## src/rtl/ds_fifo_pkt_if.sv

```systemverilog
// ds_if: valid/ready data-stream bundle shared by producers and consumers.
// Latency: none, wires only.
// Backpressure: a beat moves when vld and rdy are both high in the same cycle.
interface ds_if #(
    parameter type DTYPE = logic [7:0]
) ();
    DTYPE data;
    logic vld;
    logic rdy;

    modport mst (output data, output vld, input rdy);
    modport slv (input data, input vld, output rdy);
endinterface

```

## src/rtl/ds_fifo_pkt.sv

```systemverilog
// ds_fifo_pkt: packet-aware FIFO with FWFT read; store-and-forward (rollback on drop/oversize) or stream mode.
// Latency: a committed word is presented on if_rd one cycle after the write that commits it.
// Backpressure: if_wr.rdy is registered, low while buffered+open words fill storage, forced high while discarding.
module ds_fifo_pkt #(
    parameter int   CAPACITY = 16,
    parameter type  DTYPE    = logic [7:0],
    parameter logic PKT_MODE = 1'b1
) (
    input  logic                          i_clk,
    input  logic                          i_rst_n,
    ds_if.slv                             if_wr,
    input  logic                          i_wr_last,
    input  logic                          i_wr_drop,
    ds_if.mst                             if_rd,
    output logic                          o_rd_last,
    output logic [$clog2(CAPACITY+1)-1:0] o_wc,
    output logic [$clog2(CAPACITY+1)-1:0] o_pkts,
    output logic                          o_drop,
    output logic                          o_ovf
);
    localparam int PW = $clog2(CAPACITY);
    localparam int CW = $clog2(CAPACITY + 1);
    localparam logic [CW-1:0] CAP_C   = CW'(CAPACITY);
    localparam logic [PW-1:0] PTR_MAX = PW'(CAPACITY - 1);

    typedef struct packed {
        logic last;
        DTYPE data;
    } ent_t;

    typedef enum logic [1:0] {S_IDLE, S_ACTIVE, S_DISCARD} state_t;

    ent_t          mem [CAPACITY];
    state_t        state_q, state_d;
    logic [PW-1:0] rd_ptr_q, rd_ptr_d, cmt_ptr_q, cmt_ptr_d, spec_ptr_q, spec_ptr_d;
    logic [CW-1:0] spec_cnt_q, spec_cnt_d, wc_q, wc_d, pkts_q, pkts_d;
    logic [CW-1:0] wc_rd, spec_rd;
    logic          wr_rdy_q, wr_rdy_d, rd_vld_q, rd_vld_d;
    logic          drop_q, drop_d, ovf_q, ovf_d;
    logic          wr_xfer, rd_xfer, store, commit, pkt_end, drop_rb, ovf_rb;
    ent_t          rd_ent;

    function automatic logic [PW-1:0] ptr_inc(input logic [PW-1:0] p);
        return (p == PTR_MAX) ? '0 : p + PW'(1);
    endfunction

    assign wr_xfer    = if_wr.vld & wr_rdy_q;
    assign rd_xfer    = rd_vld_q & if_rd.rdy;
    assign rd_ent     = mem[rd_ptr_q];

    assign if_wr.rdy  = wr_rdy_q;
    assign if_rd.vld  = rd_vld_q;
    assign if_rd.data = rd_vld_q ? rd_ent.data : DTYPE'('0);
    assign o_rd_last  = rd_vld_q & rd_ent.last;
    assign o_wc       = wc_q;
    assign o_pkts     = pkts_q;
    assign o_drop     = drop_q;
    assign o_ovf      = ovf_q;

    // Next-state: pointers, counts, rollback decisions and the packet FSM.
    always_comb begin
        // counts as they stand after this cycle's read, before any write effect
        wc_rd   = wc_q - CW'(rd_xfer);
        spec_rd = spec_cnt_q - CW'(rd_xfer);

        // drop beats are never stored in packet mode; stream mode ignores drop
        store   = wr_xfer && (state_q != S_DISCARD) && (!i_wr_drop || !PKT_MODE);
        commit  = store && (i_wr_last || !PKT_MODE);
        pkt_end = store && i_wr_last;
        drop_rb = PKT_MODE && wr_xfer && i_wr_drop && (state_q != S_DISCARD);
        // an open packet that fills storage with nothing readable can never complete
        ovf_rb  = PKT_MODE && store && !i_wr_last && ((spec_rd + CW'(1)) == CAP_C) && (wc_rd == '0);

        rd_ptr_d   = rd_xfer ? ptr_inc(rd_ptr_q) : rd_ptr_q;
        cmt_ptr_d  = cmt_ptr_q;
        spec_ptr_d = spec_ptr_q;
        wc_d       = wc_rd;
        spec_cnt_d = spec_rd;
        pkts_d     = pkts_q - CW'(rd_xfer && rd_ent.last) + CW'(pkt_end);

        if (drop_rb || ovf_rb) begin
            spec_ptr_d = cmt_ptr_q;
            spec_cnt_d = wc_rd;
        end else if (store) begin
            spec_ptr_d = ptr_inc(spec_ptr_q);
            spec_cnt_d = spec_rd + CW'(1);
            if (commit) begin
                // the whole open packet, including this beat, becomes readable
                cmt_ptr_d = ptr_inc(spec_ptr_q);
                wc_d      = spec_rd + CW'(1);
            end
        end

        state_d = state_q;
        if (PKT_MODE && wr_xfer) begin
            case (state_q)
                S_IDLE: begin
                    if (!i_wr_last) state_d = (i_wr_drop || ovf_rb) ? S_DISCARD : S_ACTIVE;
                end
                S_ACTIVE: begin
                    if (i_wr_last)                 state_d = S_IDLE;
                    else if (i_wr_drop || ovf_rb)  state_d = S_DISCARD;
                end
                default: begin
                    if (i_wr_last) state_d = S_IDLE;
                end
            endcase
        end

        wr_rdy_d = (state_d == S_DISCARD) || (spec_cnt_d < CAP_C);
        rd_vld_d = (wc_d != '0);
        drop_d   = drop_rb;
        ovf_d    = ovf_rb;
    end

    // Control state registers; storage itself is not reset.
    always_ff @(posedge i_clk or negedge i_rst_n) begin
        if (!i_rst_n) begin
            state_q    <= S_IDLE;
            rd_ptr_q   <= '0;
            cmt_ptr_q  <= '0;
            spec_ptr_q <= '0;
            spec_cnt_q <= '0;
            wc_q       <= '0;
            pkts_q     <= '0;
            wr_rdy_q   <= 1'b1;
            rd_vld_q   <= 1'b0;
            drop_q     <= 1'b0;
            ovf_q      <= 1'b0;
        end else begin
            state_q    <= state_d;
            rd_ptr_q   <= rd_ptr_d;
            cmt_ptr_q  <= cmt_ptr_d;
            spec_ptr_q <= spec_ptr_d;
            spec_cnt_q <= spec_cnt_d;
            wc_q       <= wc_d;
            pkts_q     <= pkts_d;
            wr_rdy_q   <= wr_rdy_d;
            rd_vld_q   <= rd_vld_d;
            drop_q     <= drop_d;
            ovf_q      <= ovf_d;
        end
    end

    // Write accepted beats at the speculative pointer.
    always_ff @(posedge i_clk) begin
        if (store) mem[spec_ptr_q] <= ent_t'{last: i_wr_last, data: if_wr.data};
    end
endmodule

```

## src/flat_wrapper.sv

```systemverilog
// flat-port wrapper written by rule: the top's interface ports become plain ports
module ds_fifo_pkt_flat 
#(
    parameter int   CAPACITY = 16,
    parameter type  DTYPE    = logic [7:0],
    parameter logic PKT_MODE = 1'b1
)
  (i_clk, i_rst_n, i_wr_last, i_wr_drop, o_rd_last, o_wc, o_pkts, o_drop, o_ovf, if_wr_data, if_wr_vld, if_wr_rdy, if_rd_data, if_rd_vld, if_rd_rdy);
  ds_if #(.DTYPE(DTYPE)) if_wr_i ();
  ds_if #(.DTYPE(DTYPE)) if_rd_i ();
  input  logic i_clk;
  input  logic i_rst_n;
  input  logic i_wr_last;
  input  logic i_wr_drop;
  output logic o_rd_last;
  output logic [$clog2(CAPACITY+1)-1:0] o_wc;
  output logic [$clog2(CAPACITY+1)-1:0] o_pkts;
  output logic o_drop;
  output logic o_ovf;
  input wire logic [$bits(if_wr_i.data)-1:0] if_wr_data;
  input wire logic [$bits(if_wr_i.vld)-1:0] if_wr_vld;
  output wire logic [$bits(if_wr_i.rdy)-1:0] if_wr_rdy;
  output wire logic [$bits(if_rd_i.data)-1:0] if_rd_data;
  output wire logic [$bits(if_rd_i.vld)-1:0] if_rd_vld;
  input wire logic [$bits(if_rd_i.rdy)-1:0] if_rd_rdy;
  assign if_wr_i.data = if_wr_data;
  assign if_wr_i.vld = if_wr_vld;
  assign if_wr_rdy = if_wr_i.rdy;
  assign if_rd_data = if_rd_i.data;
  assign if_rd_vld = if_rd_i.vld;
  assign if_rd_i.rdy = if_rd_rdy;
  ds_fifo_pkt #(.CAPACITY(CAPACITY), .DTYPE(DTYPE), .PKT_MODE(PKT_MODE)) u_core (.i_clk(i_clk), .i_rst_n(i_rst_n), .if_wr(if_wr_i), .i_wr_last(i_wr_last), .i_wr_drop(i_wr_drop), .if_rd(if_rd_i), .o_rd_last(o_rd_last), .o_wc(o_wc), .o_pkts(o_pkts), .o_drop(o_drop), .o_ovf(o_ovf));
endmodule
```

## config.mk

```make
export PLATFORM = sky130hd
export DESIGN_NAME = ds_fifo_pkt_flat
export DESIGN_NICKNAME = d
export VERILOG_FILES = /design/src/rtl/ds_fifo_pkt_if.sv /design/src/rtl/ds_fifo_pkt.sv /design/src/flat_wrapper.sv
export SDC_FILE = /design/constraint.sdc
export NUM_CORES = 1
export LEC_CHECK = 0
export CELL_PAD_IN_SITES_DETAIL_PLACEMENT = 0
export CELL_PAD_IN_SITES_GLOBAL_PLACEMENT = 2
export CORE_ASPECT_RATIO = 1.4
export CORE_MARGIN = 5
export CORE_UTILIZATION = 46
export CTS_CLUSTER_DIAMETER = 40
export DETAILED_ROUTE_END_ITERATION = 10
export PLACE_DENSITY = 0.84
export SLEW_MARGIN = 20
export SYNTH_ARGS = -nofsm -noshare
export SYNTH_HDL_FRONTEND = slang
export SYNTH_SLANG_ARGS = --single-unit
```

## constraint.sdc

```tcl
create_clock -name i_clk -period 3.6 [get_ports i_clk]
set_clock_uncertainty 0.05 [all_clocks]
set_input_delay 0.72 -clock i_clk [delete_from_list [all_inputs] [get_ports i_clk]]
set_output_delay 0.72 -clock i_clk [all_outputs]
set_load 0.02 [all_outputs]
```

==> impl_metrics.yaml <==
detailed_routing:
  post_drt_via_cell_ratio: 5.61
  drt_first_iter_violations: 274
  first_pass_iters: 5
  postRouteAntennaNets: 0
  vias: 4009
  post-route-drc-count: 0
  drt-total-wl_mm: 16.0
  avgRoutedWirePerCell_um: 22.3
timing:
  tightest_slew_ps: 754
  hold_violations: 0
  post-route-min-period_ps: 3520
  timing.final.max_slew_violations: 0
  timing.max_slew.rel_slack_pct: 49.7
  final-setup-viol-count: 0
  rsz0062_at_grt: "no"
  finalCritPeriodShare_pct: 97.7
  achievable-frequency_ghz: 0.284
placed_design:
  place_inst: 680
  dpl.hpwl_mm: 10.7
  globalplace.congestion: 0.834
  buffer_ports.inserted: 36
clock_tree:
  cts_buffer_depth: 2
  cts_made_buffers: 17
  sinks_on_the_clock_net: 177
  clock_tree_from_tritoncts: "built"
  cts_root_buf: "clkbuf_16"
  clk_pin_slew_worst_paths_ps: 60
  hold_buffers: 0
  htree_levels: 4
  skew_pair_late_insertion_delay_ps: 430
min_path:
  holdCritPathClass: "primary input to asynchronous set/reset pin"
grt:
  antenna_found_initial: 0
  pin_count_of_the_biggest_net_entering_global_routing: 34
  first_pass_grt_wire_length_mm: 24.8
  grt_util_all_layers_pct: 17.4
  first_global_vias: 4256
  grt_residual_overflow: 0
worst_setup_path:
  critical_path_arrival_ps: 2750
  critPathKind: "register to output pin"
  rr_endpoint: "u_core.o_pkts[4]"
  timing.critical_path.slowest_stage_cell: "mux4_2"
  most_numerous_cell_on_the_critical_path: "mux4_2"
  crit_path_max_incr_delay_ps: 530
  critical_path.max_fanout: 16
  worstRegToRegCells: 14
  crit_cells: 5
  ff2ff_setup_slack_ps: 290
  critPathRequiredTime_ps: 2830
  startpoint_type: "register"
  timing.critical_path.max_delay_family: "multiplexers"
  timing.critical_path.buf_inv: 2
  worstReg2RegStart: "u_core.rd_ptr_q[0]"
  end_kind: "output pin"
  worstPathCellList: "buf_12, mux4_2, mux4_2, and2_1, clkdlybuf4s50_1"
logic_synthesis:
  synth_nets: 467
  synth-async-reset-ratio_pct: 18.6
  syn-cell-area_um2: 7630
  synthesis.yosys.warnings: 0
  postSynth.topFlopCell: "edfxtp_1"
  synth-edff-count: 144
  postSynthAreaPerCell_um2: 17.5
  postSynthRegisterBits: 177
  syn-instance-count: 437
  synth_cell_type_count: 56
  synth_sequential_area_ratio_pct: 67.5
floorplanning:
  fp.dieH_um: 162
  floorplan.rows: 55
  die-width_um: 119
  io_pins: 37
  dieArea_um2: 19300
  core_area_um2: 16200
  initial_core_util_pct: 47.0
pwr:
  internal_power_mw: 4.81
  power.net_switching_mw: 2.31
  pwr-share-clk_pct: 25.0
  netSwitchingFraction_pct: 32.5
  cellPowerDensity_nw_per_um2: 796
  power.sequential.fraction_pct: 37.4
  power_leakage_nw: 3.21
  ir_drop_v: 0.000408
  share_comb_of_total_power_pct: 37.6
cells_and_area:
  finish.net_count: 532
  most_common_cell_after_layout_fill_and_taps_aside: "edfxtp_1"
  area_growth_syn_to_layout_pct: 17.4
  antenna-diode-count: 0
  final_cells: 714
  fraction_of_layout_cells_with_a_size_suffix_above_1_pct: 23.5
  fin_util_pct: 55.2
  final_cell_mix: "edfxtp_1, mux4_2, dfrtp_1, clkdlybuf4s50_1, buf_4"
run_status:
  status: "finished, final reports clean"
flow_run:
  maxCapViolCount: 0
## Yosys cell counts, drive strengths merged (2+ instances only)
cell type / number / share of area (%)
o21ai: 11 / 0.77
nor3b: 3 / 0.36
and2: 23 / 1.9
or3: 3 / 0.25
mux2: 4 / 0.59
nand2: 20 / 1.0
ha: 15 / 2.5
nand4: 2 / 0.16
xnor2: 11 / 1.5
mux2i: 6 / 0.79
nand2b: 2 / 0.16
inv: 20 / 1.0
nor3: 3 / 0.34
a22oi: 2 / 0.20
buf: 10 / 0.77
dfrtp: 32 / 10
mux4: 44 / 13
nand3: 5 / 0.39
nor2: 19 / 1.1
a21o: 2 / 0.20
and3: 2 / 0.16
clkbuf: 9 / 0.44
and4: 3 / 0.34
a21oi: 16 / 1.2
xor2: 8 / 0.92
edfxtp: 144 / 57
## flip-flops by register name, summed over array words and instances, names as in the netlist, 2 cells and up
signal / count
u_core.mem: 144
u_core.spec_cnt_q: 5
u_core.spec_ptr_q: 4
u_core.cmt_ptr_q: 4
u_core.o_pkts: 5
u_core.rd_ptr_q: 4
u_core.state_q: 2
u_core.o_wc: 5
## per-layer routing
| metal | wire length [um] | part of all wire [%] | vias to the layer above | global-route usage (%) |
|---|---|---|---|---|
| li1 | - | - | 1821 | - |
| met4 | 485 | 3.0 | 0 | 7.85 |
| met3 | 690 | 4.3 | 28 | 3.61 |
| met1 | 6150 | 39 | 2045 | 20.0 |
| met5 | 0 | 0 | - | 0 |
| met2 | 8640 | 54 | 115 | 31.2 |
## area by class of cell
cell class,instances,area [um2]
Clock buffer,18,429
Clock inverter,14,136
Fill cell,1267,7280
Inverter,20,80.1
Multi-Input combinational cell,221,2300
Sequential cell,177,5150
Tap cell,199,249
Timing Repair Buffer,65,606
## repair_timing
item,4_1_cts,5_1_grt
buffers inserted,1,1
endpoints found under the setup margin,8,4
resized for setup,8,3
## cell families (layout without fill, tap and decap cells)
kind of cell    count (synthesis)  count (layout)  synth area share, %
compound gates                 42              42                 3.66
xor+xnor                       19              19                 2.38
fa+ha+maj                      16              16                 2.72
buf+inv                        39             117                 2.26
flops                         177             177                 67.5
mux                            54              54                 14.4
simple gates                   90              90                 7.09
## metrics by stage
step	hold WS, ps	power (mW)	TNS (ps)	setup slack, ps	cell area (um2)
final	310	7.13	0	84.4	8960
after floorplan	374	4.49	0	355	7630
after detailed placement	445	5.43	0	125	8360
after CTS	327	7.20	-16.7	-15.8	8940
after global placement	444	5.38	0	214	8360
after global routing	370	7.51	0	9.03	8960
## worst reg2reg max path, cell delays in order (launching register included)
cell	delay [ps]
dfrtp_2	430
buf_4	180
mux4_2	510
mux2_2	280
o211a_1	240
and2_1	190
ha_1	270
inv_1	50
ha_1	160
inv_1	60
fa_1	400
inv_1	70
a21o_1	100
a21oi_1	70
xnor2_1	120
## worst max-delay path by stage
stage	start	to	slack (ps)
2_1_floorplan	u_core.if_rd.vld	u_core.spec_cnt_q[4]	360
3_3_place_gp	if_rd_rdy	u_core.spec_cnt_q[4]	210
3_5_place_dp	if_rd_rdy	u_core.spec_cnt_q[4]	130
4_1_cts	u_core.rd_ptr_q[0]	if_rd_data[5]	-20
5_1_grt	u_core.rd_ptr_q[0]	if_rd_data[5]	9
6_report	u_core.rd_ptr_q[0]	if_rd_data[5]	80
## power by group through the flow
stage,Sequential (mW),Combinational [mW],Clock (mW)
after detailed placement,2.71,2.71,0
after global placement,2.70,2.67,0
final,2.67,2.68,1.78
after CTS,2.67,2.73,1.81
after floorplan,2.70,1.79,0
after global routing,2.69,2.91,1.91
Power figures use the tool's default switching activity.
